## src/rtl/gcd_pkg.sv

```systemverilog
// gcd_pkg: shared state, comparator encoding and default width for the GCD engine
package gcd_pkg;
    localparam int GCD_WIDTH = 16;
    typedef enum logic [2:0] {IDLE, LOAD_A, LOAD_B, CALC, DONE} state_e;
    typedef enum logic [1:0] {CMP_EQ, CMP_LT, CMP_GT} cmp_e;
endpackage

```

## src/rtl/gcd_datapath.sv

```systemverilog
// gcd_datapath: A/B operand registers, operand muxes, subtractor and comparator
module gcd_datapath
    import gcd_pkg::*;
#(
    parameter int WIDTH = GCD_WIDTH
) (
    input  logic             clk,
    input  logic             rst_n,
    input  logic             ld_a_i,
    input  logic             ld_b_i,
    input  logic             sel_in_i,
    input  logic             sel1_i,
    input  logic             sel2_i,
    input  logic [WIDTH-1:0] data_in_i,
    output logic [WIDTH-1:0] a_o,
    output cmp_e             cmp_o,
    output logic             a_zero_o,
    output logic             b_zero_o
);
    logic [WIDTH-1:0] a_q, b_q, a_d, b_d, diff, nxt;
    // sel1/sel2 both high give B-A, which also yields B when A is zero
    assign diff = (sel1_i ? b_q : a_q) - (sel2_i ? a_q : b_q);
    assign nxt  = sel_in_i ? data_in_i : diff;
    assign a_d  = ld_a_i ? nxt : a_q;
    assign b_d  = ld_b_i ? nxt : b_q;
    always_ff @(posedge clk) begin
        if (!rst_n) begin
            a_q <= '0;
            b_q <= '0;
        end else begin
            a_q <= a_d;
            b_q <= b_d;
        end
    end
    assign cmp_o    = (a_q == b_q) ? CMP_EQ : (a_q > b_q) ? CMP_GT : CMP_LT;
    assign a_zero_o = (a_q == '0);
    assign b_zero_o = (b_q == '0);
    assign a_o      = a_q;
endmodule

```

## src/rtl/gcd_engine.sv

```systemverilog
// gcd_engine: subtract-and-compare GCD controller; GCD_ITER_COUNT_EN adds a saturating iter_count output
module gcd_engine
    import gcd_pkg::*;
#(
    parameter int WIDTH = GCD_WIDTH
) (
    input  logic             clk,
    input  logic             rst_n,
    input  logic             start,
    input  logic [WIDTH-1:0] data_in,
`ifdef GCD_ITER_COUNT_EN
    output logic [15:0]      iter_count,
`endif
    output logic [WIDTH-1:0] gcd_out,
    output logic             done,
    output logic             busy
);
    state_e state_q, state_d;
    logic   done_q, busy_q, ld_a, ld_b, sel_in, sel1, sel2, a_zero, b_zero, step;
    cmp_e   cmp;

    gcd_datapath #(.WIDTH(WIDTH)) u_dp (
        .clk       (clk),
        .rst_n     (rst_n),
        .ld_a_i    (ld_a),
        .ld_b_i    (ld_b),
        .sel_in_i  (sel_in),
        .sel1_i    (sel1),
        .sel2_i    (sel2),
        .data_in_i (data_in),
        .a_o       (gcd_out),
        .cmp_o     (cmp),
        .a_zero_o  (a_zero),
        .b_zero_o  (b_zero)
    );

    assign step = (state_q == CALC) && (cmp != CMP_EQ) && !b_zero && !a_zero;

    always_comb begin
        state_d = state_q;
        ld_a    = 1'b0;
        ld_b    = 1'b0;
        sel_in  = 1'b0;
        sel1    = 1'b0;
        sel2    = 1'b0;
        case (state_q)
            IDLE:   state_d = start ? LOAD_A : IDLE;
            LOAD_A: begin
                ld_a    = 1'b1;
                sel_in  = 1'b1;
                state_d = LOAD_B;
            end
            LOAD_B: begin
                ld_b    = 1'b1;
                sel_in  = 1'b1;
                state_d = CALC;
            end
            CALC: begin
                if (cmp == CMP_EQ || b_zero) begin
                    state_d = DONE;
                end else if (a_zero) begin
                    ld_a    = 1'b1;
                    sel1    = 1'b1;
                    sel2    = 1'b1;
                    state_d = DONE;
                end else if (cmp == CMP_GT) begin
                    ld_a = 1'b1;
                end else begin
                    ld_b = 1'b1;
                    sel1 = 1'b1;
                    sel2 = 1'b1;
                end
            end
            DONE:    state_d = start ? DONE : IDLE;
            default: state_d = IDLE;
        endcase
    end

    always_ff @(posedge clk) begin
        if (!rst_n) begin
            state_q <= IDLE;
            done_q  <= 1'b0;
            busy_q  <= 1'b0;
        end else begin
            state_q <= state_d;
            done_q  <= (state_d == DONE);
            busy_q  <= (state_d == LOAD_A) || (state_d == LOAD_B) || (state_d == CALC);
        end
    end

    assign done = done_q;
    assign busy = busy_q;

`ifdef GCD_ITER_COUNT_EN
    logic [15:0] iter_q, iter_d;
    assign iter_d = (state_q == LOAD_A) ? 16'd0 :
                    (step && iter_q != 16'hFFFF) ? iter_q + 16'd1 : iter_q;
    always_ff @(posedge clk) begin
        if (!rst_n) iter_q <= 16'd0;
        else        iter_q <= iter_d;
    end
    assign iter_count = iter_q;
`else
    logic unused_step;
    assign unused_step = step;
`endif
endmodule

```

## config.mk

```make
export PLATFORM = sky130hd
export DESIGN_NAME = gcd_engine
export DESIGN_NICKNAME = d
export VERILOG_FILES = /design/src/rtl/gcd_pkg.sv /design/src/rtl/gcd_datapath.sv /design/src/rtl/gcd_engine.sv
export SDC_FILE = /design/constraint.sdc
export NUM_CORES = 1
export LEC_CHECK = 0
export BUFFER_PORTS_ARGS = -buffer_cell sky130_fd_sc_hd__buf_2
export CELL_PAD_IN_SITES_DETAIL_PLACEMENT = 1
export CELL_PAD_IN_SITES_GLOBAL_PLACEMENT = 2
export CORE_MARGIN = 2
export CORE_UTILIZATION = 37
export DETAILED_ROUTE_END_ITERATION = 7
export GPL_TIMING_DRIVEN = 0
export MAX_ROUTING_LAYER = met4
export PLACE_DENSITY = 0.83
export SLEW_MARGIN = 0
export SYNTH_ARGS = -nofsm -noshare
export SYNTH_HDL_FRONTEND = slang
export SYNTH_SLANG_ARGS = --single-unit
```

## constraint.sdc

```tcl
create_clock -name clk -period 9.1 [get_ports clk]
set_input_delay 0.455 -clock clk [delete_from_list [all_inputs] [get_ports clk]]
set_output_delay 0.455 -clock clk [all_outputs]
set_load 0.05 [all_outputs]
```

# Word level (Yosys, flattened, before mapping)
# Index checks and enable logic that the tools add are counted.
[classes] div=0 n_shift=0 n_reduce_logical=8 eq_ne=10 n_bitwise=0 mul=0 magnitude_cmp=1 add_sub_neg=1 n_mux=22
[op_table] op="$mux 16" n=3
[op_table] op="$logic_not 16->1" n=2
[op_table] op="$eq 16x16->1" n=1
[op_table] op="$gt 16x16->1" n=1
[op_table] op="$sub 16x16->16" n=1
[op_table] op="$pmux 3 s5" n=1
[op_table] op="$eq 3x2->1 const B" n=4
[op_table] op="$mux 1" n=11
[op_table] op="$mux 3" n=3
[op_table] op="$eq 3x1->1 const B" n=2
[op_table] op="$eq 3x3->1 const B" n=2
[op_table] op="$mux 2" n=2
[op_table] op="$pmux 1 s2" n=2
[op_table] op="$logic_not 3->1" n=1
[op_table] op="$logic_or 1x1->1" n=3
[op_table] op="$eq 2x2->1 const B" n=1
[op_table] op="$logic_not 2->1" n=1
[op_table] op="$reduce_or 2->1" n=1
[word_totals] inputBits=19 rom_bits=0 out_inout_bits=18 ramBits=0 word_cells=47 ff_bits=37 memories=0 latch_bits=0

# Logic depth before layout (Yosys ltp)
# Gate-level depths: netlist of run 1.
[logic_depth] ltp_word=11 ltp_mapped=19 mapped_depth_nobuf=17

# Hierarchy
# Synthesis of run 1 repeated with hierarchy kept, for this count alone.
[hier_totals] cells_unflattened=372 hier_area_um2=3089.2
[modules_own_cells] mod="gcd_datapath" cells_per_inst=339 n_inst=1 seq_area_each_um2=640.6 area_per_inst_um2=2807.7
[modules_own_cells] mod="gcd_engine" cells_per_inst=33 n_inst=1 seq_area_each_um2=100.1 area_per_inst_um2=281.5

# Worst setup path before layout of run 1
# OpenSTA, ideal clock, no wires.
[synth_path] kind="reg2reg" startpoint="register u_dp.a_q[11], in the netlist u_dp.a_o[11]" endpoint="register u_dp.b_q[12]" path_stages_with_launch=19 synth_period_minus_slack_ns=4.232 arrival_time_ns=4.158 n_path_buf=3 path_slack_ns=4.868 t_required_ns=9.026 path_cell_list="dfxtp_1 ha_1 buf_4 nand4_2 nor4_1 or4b_4 buf_6 nor2_4 buf_4 mux2_2 ha_1 inv_1 o211a_1 o22ai_2 a221oi_2 o21a_4 nor2_2 mux2_4 a31oi_2"
[synth_between] elab_chain_cells=11 elab_cells_between_ends=19 classes_between="1 x add/sub; 1 x order compare; 2 x eq/ne; 12 x mux; 3 x reduce/logical"
[synth_rtl] item="start: declaration" line_no="gcd_datapath.sv:20" source="logic [WIDTH-1:0] a_q, b_q, a_d, b_d, diff, nxt;"
[synth_rtl] item="start signal: assignment" line_no="gcd_datapath.sv:28" source="a_q <= '0;"
[synth_rtl] item="start signal: assignment" line_no="gcd_datapath.sv:31" source="a_q <= a_d;"
[synth_rtl] item="$gt 16x16->1" line_no="gcd_datapath.sv:35" source="assign cmp_o = (a_q == b_q) ? CMP_EQ : (a_q > b_q) ? CMP_GT : CMP_LT;"
[synth_rtl] item="$mux 2 (2 in series)" line_no="gcd_datapath.sv:35"
[synth_rtl] item="$eq 2x2->1" line_no="gcd_engine.sv:66" source="end else if (cmp == CMP_GT) begin"
[synth_rtl] item="$mux 1" line_no="gcd_engine.sv:66"
[synth_rtl] item="$mux 1" line_no="gcd_engine.sv:61" source="end else if (a_zero) begin"
[synth_rtl] item="$mux 1" line_no="gcd_engine.sv:59" source="if (cmp == CMP_EQ || b_zero) begin"
[synth_rtl] item="$mux 1" line_no="gcd_engine.sv:46" source="case (state_q)"
[synth_rtl] item="$mux 16" line_no="gcd_datapath.sv:22" source="assign diff = (sel1_i ? b_q : a_q) - (sel2_i ? a_q : b_q);"
[synth_rtl] item="$sub 16x16->16" line_no="gcd_datapath.sv:22"
[synth_rtl] item="$mux 16" line_no="gcd_datapath.sv:23" source="assign nxt = sel_in_i ? data_in_i : diff;"
[synth_rtl] item="end signal: assignment" line_no="gcd_datapath.sv:29" source="b_q <= '0;"
[synth_rtl] item="end signal: assignment" line_no="gcd_datapath.sv:32" source="b_q <= b_d;"
[synth_rtl] item="end: declaration" line_no="gcd_datapath.sv:20"
# Parallel ways exist; a longest one is shown, timed or not.
# A chain may end at the register's enable or synchronous reset.

# Worst setup path in the final report of run 1
[layout_path] startpoint="register u_dp.b_q[8]" endpoint="register u_dp.a_q[10], in the netlist u_dp.a_o[10]"
[layout_between] elab_chain_cells=11 elab_cells_between_ends=20 classes_between="1 x add/sub; 1 x order compare; 2 x eq/ne; 13 x mux; 3 x reduce/logical"
[layout_rtl] item="$gt 16x16->1" line_no="gcd_datapath.sv:35"
[layout_rtl] item="$mux 2 (2 in series)" line_no="gcd_datapath.sv:35"
[layout_rtl] item="$eq 2x2->1" line_no="gcd_engine.sv:66"
[layout_rtl] item="$mux 1" line_no="gcd_engine.sv:66"
[layout_rtl] item="$mux 1" line_no="gcd_engine.sv:61"
[layout_rtl] item="$mux 1" line_no="gcd_engine.sv:59"
[layout_rtl] item="$mux 1" line_no="gcd_engine.sv:46"
[layout_rtl] item="$mux 16" line_no="gcd_datapath.sv:22"
[layout_rtl] item="$sub 16x16->16" line_no="gcd_datapath.sv:22"
[layout_rtl] item="$mux 16" line_no="gcd_datapath.sv:23"
# Parallel ways exist; a longest one is shown, timed or not.

==> results of run 1 <==
-- per-layer routing --
metal	part of all wire (%)	up-vias	track usage, %	routed length (um)
met5	0	-	-	0
met4	1.4	0	6.16	146
met3	5.0	14	4.55	526
met2	46	67	40.4	4840
met1	48	1538	34.6	5100
li1	-	1528	-	-
-- cell type report --
cell class                 count  area, um2  share of cell area (%)
clock buffer                   7       86.3                    2.52
inverter                      18       67.6                    1.98
sequential                    37        741                    21.7
multi-input combinational    319       2100                    61.5
buffer                        25        119                    3.48
timing repair buffer          35        175                    5.12
tap                          102        128                    3.73
-- kinds of logic (layout without fill, tap and decap cells) --
kind of cell / after synthesis / in the layout
simple gates: 154 / 154
fa+ha+maj: 17 / 17
mux: 16 / 16
flops: 37 / 37
buf+inv: 43 / 85
xor+xnor: 12 / 12
compound gates: 120 / 120
-- where the power goes --
| part | internal (uW) | leakage, uW | switching, uW |
|---|---|---|---|
| sequential | 191 | 0.000304 | 41.6 |
| combinational | 248 | 0.00112 | 429 |
| clock | 60.3 | 0.0000443 | 62.8 |
| total | 499 | 0.00146 | 534 |
-- through the flow --
step,area [um2],instances,utilization (%),setup slack (ns),total power [uW]
6_report,3420,543,43.8,4.54,1030
5_1_grt,3420,543,43.8,4.27,1110
4_1_cts,3420,543,43.8,4.55,1030
3_5_place_dp,3330,536,42.7,4.58,903
3_3_place_gp,3330,536,42.6,4.61,890
2_1_floorplan,3020,399,-,4.87,731
-- how the worst min path moves through the flow --
stage	slack, ns	depth (start not counted)	end
after detailed placement	0.53	1	state_q[0]
after global placement	0.54	1	state_q[0]
after global routing	0.44	3	busy
final	0.41	3	busy
after CTS	0.41	3	busy
after floorplan	0.48	1	state_q[0]
-- worst max-delay path, delay by kind of cell, from the launching register on --
family,cells,cell delay (ns)
AO/OA/AOI/OAI,6,1.21
flip-flops,1,0.44
adder cells (fa/ha/maj),2,0.59
XOR/XNOR,1,0.17
multiplexers,1,0.28
buffers and inverters,4,0.53
AND/OR/NAND/NOR,4,1.20
-- state kept, by name, summed over array words and instances (netlist names) --
signal    cells
busy          1
u_dp.a_o     16
state_q       3
u_dp.b_q     16
done          1
-- cells in the final DEF, fill, tap and decap left out, types with 4 or more instances in the layout --
master / instances
a31oi_1: 4
nand2_1: 48
and2_1: 5
nand4_1: 6
nor2b_1: 10
inv_1: 18
nand2b_1: 9
mux2_2: 4
mux2i_1: 11
o211ai_1: 8
ha_1: 17
nor3_1: 6
xor2_1: 5
o211a_1: 16
nor4_1: 11
xnor2_1: 7
dfxtp_1: 37
clkbuf_8: 6
nand3_1: 10
o22ai_1: 5
o21ai_0: 20
buf_2: 40
a21oi_1: 40
nor2_1: 33
clkbuf_1: 16
==> metrics, run 1 <==
Hold-fix buffers, CTS=0; Yosys top cell area share=24.5%; main combinational cell family by area after synthesis=compound AO/OA/AOI/OAI gates; status=finished clean; Via density=5.80; Ys Warns=0; register-to-register setup slack=approximately 4.5 ns; post-CTS setup buffer count=0; area grow syn2layout=13.1%; TNS Setup=0 ns; clk_skew=0.0107 ns; num rows=32; share of cells above drive strength 1=approximately 16%; Critical Path Start=u_dp.b_q[8]; synthesized area=around 3000 um2; Inserted Clock Buffers=5; Post-synth ARST share=0%; port bufs=35; relative slew slack=29.5%; critical path's slowest cell=nor4_1; crit path kind=reg2reg; syn avg cell area=around 7.6 um2; gr usage total=between 20% and 30%; count leader, synth=nand2_1; R2R Path End=u_dp.a_o[10]; post-synthesis mux area share=5.63%; via count=approximately 3,100; # setup viols final=0; DRT Pass-1 Iters=5; CP Capture Type=flop; vias in the first global route=between 3,000 and 4,000; synth unique cells=60; XOR/XNOR Fraction of Synth Area=around 3.5%; initial antenna violation count=0; Ant. Diodes=0; maxcap violations=0; Slew Viols, Final=0; syn nets=about 440; CORE AREA=7810 um2; Hold Path Class=in2reg; Post-synth top cells=48 x nand2_1, 40 x a21oi_1, 37 x dfxtp_1, 33 x nor2_1, 20 x o21ai_0; Clk Latency, worst-skew pair=0.30 ns; CTS sink count=37; Initial Util=roughly 39%; CTS tree=yes; flops & latches, synth=37; ANT nets after route=0; r2r worst-path depth=18; final hold viol count=0; Post-synth EDFFs=0; largest net degree at the start of global routing=11; dpl hpwl=8050 um; CTS HTree Levels=2; DRC=0; leakage power=0.00146 uW; gpl congestion=0.868; Synth Area in Compound Gates=27.7%; Die Height=94.4 um; Worst Tran Pin Value=roughly 1.0 ns; full die area=between 8000 and 9000 um2; Gate Count Post-Synth=~400; DR WL/cell=19.5 um; fmax=approximately 220 MHz; post-layout minimum cycle time=between 4 and 5 ns; WP data arrival=4.74 ns; number of I/O pins=37; Primary FF master, synth=dfxtp_1; post_cts resized=0; Setup crit end=u_dp.a_o[10]; CP Cell Sequence=inv_1 -> ha_1 -> nand4_2 -> nor4_1 -> or4b_4 -> buf_6 -> nor2_4 -> buf_4 -> mux2_2 -> ha_1 -> inv_1 -> o211a_1 -> o22ai_2 -> a221oi_2 -> o21a_4 -> o21bai_1 -> xor2_1 -> o211a_1; ranking of synthesized cells by area=dfxtp_1 24%, ha_1 7.0%, a21oi_1 6.6%; Synth Area in Simple Gates=25.5%; startpoint types=flop; first-pass GRT wire length=about 17,000 um; # nets final=approximately 480; period utilisation layout=50.1%; CP required=between 9 and 10 ns; adder-cell share of the synthesized area=under 10%; CTS root buf=clkbuf_8; Critical Path Max Stage Delay=roughly 0.66 ns; hold path start=start; Peak VDD IR=roughly 0.000094 V; pwr/cell area=between 300 and 400 nW/um2; die span in x=about 94 um; reg-to-reg critical path startpoint=u_dp.b_q[8]; Total Wirelength=10,600 um; sequential cell area fraction in the yosys report=roughly a quarter; clock-pin slew on the worst setup and hold paths=about 0.070 ns; Initial DRC Count=107; Synth area leader=dfxtp_1; fillers=between 1,000 and 1,500; RSZ-0062 raised after global routing=no; clock buffer depth=2; Crit Path Max Fanout=10; hold slack=a little over 0.4 ns; Congestion Overflow GR=0
(Power assumes the default switching activity.)
==> inputs of run 2 (changes only) <==
CORE_UTILIZATION = 34   (was 37)
PLACE_DENSITY = 0.77   (was 0.83)
clock period = 4.4 ns   (was 9.1 ns; I/O delays follow)
==> run 2 against run 1 <==
Non-clock buffer count up 11. Clock-buffer cell count stayed put. Core utilization fell by 2.1 points. Via count rose by 1.4%. Sequential share of layout area down 0.75 points. Setup slack got worse by 4.4 ns. Flip-flop and latch count unchanged. Largest cell class unchanged. Highest routed layer unchanged.
==> metrics, run 2 (synthesis results as in run 1) <==
vias in the first global route=3,252; Clk Latency, worst-skew pair=between 0.2 and 0.3 ns; Total Wirelength=11,600 um; clk_skew=0.0128 ns; via count=3,192; TNS Setup=0 ns; Initial DRC Count=132; leakage power=approximately 0.0015 uW; Hold-fix buffers, CTS=0; crit path kind=reg2reg; startpoint types=flop; fmax=between 200 and 250 MHz; reg-to-reg critical path startpoint=u_dp.b_q[3]; status=finished clean; CTS tree=yes; Hold Path Class=in2reg; gr usage total=between 20% and 30%; clock-pin slew on the worst setup and hold paths=0.09 ns; # nets final=~500; relative slew slack=a little under a fifth; pwr/cell area=636 nW/um2; area grow syn2layout=19.5%; Worst Tran Pin Value=1.20 ns; ANT nets after route=0; full die area=roughly 9700 um2; hold path start=start; post-layout minimum cycle time=4.23 ns; Critical Path Start=u_dp.b_q[3]; r2r worst-path depth=18; CTS HTree Levels=2; Ant. Diodes=0; port bufs=35; num rows=34; clock buffer depth=2; Setup crit end=u_dp.a_o[12]; Layout Cells excl Fill=560; CP Capture Type=flop; Crit Path Max Fanout=9; first-pass GRT wire length=approximately 18,000 um; CORE AREA=approximately 8700 um2; Peak VDD IR=~0.00026 V; number of I/O pins=37; Via density=5.70; DR WL/cell=slightly above 20 um; dpl hpwl=8290 um; die span in x=a little under 100 um; hold slack=about 0.18 ns; DP Cell Count=about 540; fillers=about 1,100; Slew Viols, Final=0; R2R Path End=u_dp.a_o[12]; WP data arrival=4.45 ns; # setup viols final=0; gpl congestion=around 0.80; CP required=4.62 ns; largest net degree at the start of global routing=11; post-layout util=41.7%; final hold viol count=0; DRC=0; Die Height=approximately 100 um; most common cell after layout, fill and taps aside=nand2_1; CTS root buf=clkbuf_8; maxcap violations=0; initial antenna violation count=0; DRT Pass-1 Iters=4; Initial Util=a little over a third; period utilisation layout=between 90% and 100%; share of cells above drive strength 1=~23%; CTS sink count=37; Inserted Clock Buffers=5; most frequent cells in the layout=47 x nand2_1, 40 x a21oi_1, 39 x buf_2, 33 x nor2_1, 25 x dfxtp_1; Congestion Overflow GR=0; register-to-register setup slack=~0.17 ns
[run 2: worst min-delay path by stage]
| stage | to | slack [ns] | cells after the start |
|---|---|---|---|
| floorplan | busy | 0.34 | 2 |
| global placement | busy | 0.47 | 3 |
| detailed placement | busy | 0.50 | 3 |
| CTS | busy | 0.20 | 3 |
| global route | busy | 0.23 | 3 |
| finish | busy | 0.18 | 3 |
[run 2: worst max-delay path, cell delays in order (launching register included)]
cell and delay, ns:
dfxtp_1 0.36, inv_1 0.11, ha_1 0.40, nand4_1 0.20, nor4_4 0.08, or4b_4 0.52
buf_6 0.16, nor2_4 0.15, buf_8 0.15, mux2_2 0.33, ha_1 0.19, inv_1 0.07
o211a_1 0.21, o22ai_4 0.11, a221oi_4 0.35, o21a_4 0.23, nor2_2 0.06, mux2_4 0.31
a31oi_1 0.15
[run 2: cell type report]
class,count,area (um2),area share [%]
Multi-Input combinational cell,319,2180,60.3
Buffer,24,128,3.53
Tap cell,108,135,3.74
Inverter,18,67.6,1.87
Sequential cell,37,756,20.9
Clock buffer,7,86.3,2.39
Timing Repair Buffer,47,263,7.27
[run 2: through the flow]
step / setup slack (ns) / total power (uW) / instance area [um2]
finish: 0.172 / 2300 / 3610
global placement: -0.804 / 1850 / 3330
CTS: 0.0264 / 2160 / 3460
detailed placement: -0.157 / 1880 / 3350
floorplan: 0.168 / 1510 / 3020
global route: -0.0262 / 2470 / 3610
[run 2: what timing repair did]
action,CTS,global route
pin swaps,1,9
buffers inserted,1,10
setup endpoints to repair,8,11
gates resized for setup,2,30
[run 2: layer usage]
layer | wire [um] | global-route usage (%) | part of all wire [%] | up-vias
li1 | - | - | - | 1558
met5 | 0 | - | 0 | -
met3 | 340 | 2.65 | 2.9 | 16
met4 | 212 | 6.22 | 1.8 | 0
met2 | 5870 | 42.1 | 51 | 68
met1 | 5160 | 29.7 | 45 | 1550
[run 2: where the power goes]
group	leakage, uW	internal, uW	switching [uW]
sequential	0.000309	399	88.9
combinational	0.00119	597	952
clock	0.0000443	125	136
==> inputs of run 3 (changes only) <==
ABC_AREA = 1   (was unset)
CORE_UTILIZATION = 31   (was 34)
TNS_END_PERCENT = 50   (was unset)
==> run 3 against run 2 <==
Fmax increased by 23%. Clock skew decreased by 0.0035 ns. Total power increased by 33%. Final area increased by 5.6%. First-iteration DRC count decreased by 25%. Core utilization decreased by 5.0 points. Die area increased by 20%. Worst hold slack improved by 0.035 ns. Flip-flop and latch count unchanged. Combinational power increased by 44%.
==> metrics, run 3 <==
status=finished clean; Via density=4.83; CP Capture Type=flop; Primary FF master, synth=dfxtp_1; Ys Warns=0; flops & latches, synth=37; crit path kind=reg2reg; share of cells above drive strength 1=between 10% and 20%; register-to-register setup slack=about 0.97 ns; Critical Path Start=u_dp.b_q[12]; count leader, synth=nand2_1; Initial Util=32.1%; relative slew slack=61.2%; dpl hpwl=~9300 um; gr usage total=a little over a fifth; Post-synth ARST share=0%; Slew Viols, Final=0; first-pass GRT wire length=18,400 um; post_cts resized=0; DR WL/cell=between 15 and 20 um; Hold-fix buffers, CTS=0; num rows=37; initial antenna violation count=0; Post-synth EDFFs=0; # nets final=between 600 and 700; RSZ-0062 raised after global routing=no; hold path start=data_in[1]; Synth area leader=dfxtp_1; area grow syn2layout=14.1%; reg-to-reg critical path startpoint=u_dp.b_q[12]; most frequent cells in the layout=163 x nand2_1, 112 x inv_1, 63 x nand3_1, 38 x buf_2, 37 x dfxtp_1; # setup viols final=0; post-CTS setup buffer count=0; largest net degree at the start of global routing=13; Ant. Diodes=0; DRT Pass-1 Iters=4; Hold Path Class=in2reg; via count=roughly 3,600; synth unique cells=35; clk_skew=~0.009 ns; CTS root buf=clkbuf_8; leakage power=~0.0022 uW; clock-pin slew on the worst setup and hold paths=roughly 0.080 ns; Post-synth top cells=163 x nand2_1, 112 x inv_1, 63 x nand3_1, 37 x dfxtp_1, 34 x nor2_1; Gate Count Post-Synth=between 500 and 600; Die Height=between 100 and 150 um; Total Wirelength=~11,000 um; full die area=11,600 um2; vias in the first global route=roughly 3,500; sequential cell area fraction in the yosys report=between 20% and 30%; startpoint types=flop; port bufs=36; Clk Latency, worst-skew pair=0.30 ns; DRC=0; gpl congestion=approximately 0.84; ANT nets after route=0; syn nets=between 500 and 600; Peak VDD IR=about 0.00023 V; fmax=~290 MHz; maxcap violations=0; die span in x=between 100 and 150 um; final hold viol count=0; CTS HTree Levels=2; period utilisation layout=about 80%; CTS tree=yes; Worst Tran Pin Value=slightly below 0.6 ns; clock buffer depth=2; CORE AREA=about 10,000 um2; pwr/cell area=about 800 nW/um2; Congestion Overflow GR=0; TNS Setup=0 ns; most common cell after layout, fill and taps aside=nand2_1; ranking of synthesized cells by area=dfxtp_1 22%, nand2_1 18%, inv_1 13%; Overall Power=3060 uW; Inserted Clock Buffers=5; WP data arrival=~3.6 ns; post-layout minimum cycle time=between 3 and 4 ns; number of I/O pins=37; Crit Path Max Fanout=10; Initial DRC Count=between 90 and 100; syn avg cell area=roughly 6.0 um2; CP required=between 4 and 5 ns; synthesized area=around 3300 um2; Yosys top cell area share=between 20% and 30%; CTS sink count=37
-- run 3: area by class of cell --
cell class                 count  area (um2)
buffer                        12        78.8
clock buffer                   6        82.6
clock inverter                 2        37.5
fill                        1441        6600
inverter                     115         432
multi-input combinational    398        2100
sequential                    37         741
tap                          136         170
timing repair buffer          36         180
-- run 3: cells by family (layout without fill, tap and decap cells) --
logic type      Yosys count  count (layout)  share of synthesized area (%)
compound gates           64              64                           11.3
simple gates            313             313                           43.9
fa+ha+maj                17              17                           6.36
flops                    37              37                           22.1
buf+inv                 127             171                           15.3
xor+xnor                  4               4                           1.05
-- run 3: through the flow --
stage	instances	setup slack [ns]	hold WS [ns]	utilization [%]	cell area (um2)
6_report	742	0.970	0.219	36.6	3820
2_1_floorplan	562	1.31	0.404	-	3350
4_1_cts	742	0.950	0.217	36.6	3820
3_3_place_gp	734	0.977	0.512	35.5	3700
3_5_place_dp	734	0.960	0.525	35.5	3700
5_1_grt	742	0.615	0.239	36.6	3820
-- run 3: power by group --
group	internal (uW)	switching [uW]	total, uW
clock	184	132	316
combinational	694	1540	2230
sequential	414	94.4	508
total	1290	1770	3060
-- run 3: per-layer routing --
layer / global-route usage (%) / vias to the layer above / share of wire (%)
met5: - / - / 0
met4: 4.12 / 0 / 0.71
met3: 1.09 / 7 / 3.0
met2: 31.6 / 39 / 43
met1: 31.2 / 1683 / 53
li1: - / 1854 / -
-- run 3: final timing paths --
path / to / cells past startpoint
max: u_dp.b_q[4] / 24
min: u_dp.a_o[1] / 3
max reg2reg: u_dp.b_q[4] / 24
min reg2reg: u_dp.b_q[0] / 2
-- run 3: critical path: stages, from the launching register on --
cell	delay, ns
dfxtp_1	0.43
inv_1	0.07
ha_1	0.39
nand2_2	0.11
inv_2	0.07
nand3_1	0.13
nor2_2	0.20
nand4_4	0.16
nand2_2	0.15
nor2_4	0.08
nand2_4	0.13
buf_12	0.15
nand2_2	0.06
nand2_1	0.06
inv_1	0.04
ha_1	0.16
inv_1	0.06
nand2_2	0.08
nand2_1	0.06
nand3_1	0.11
or2_1	0.23
nand3_1	0.10
nand2_1	0.09
o211ai_1	0.16
inv_1	0.06
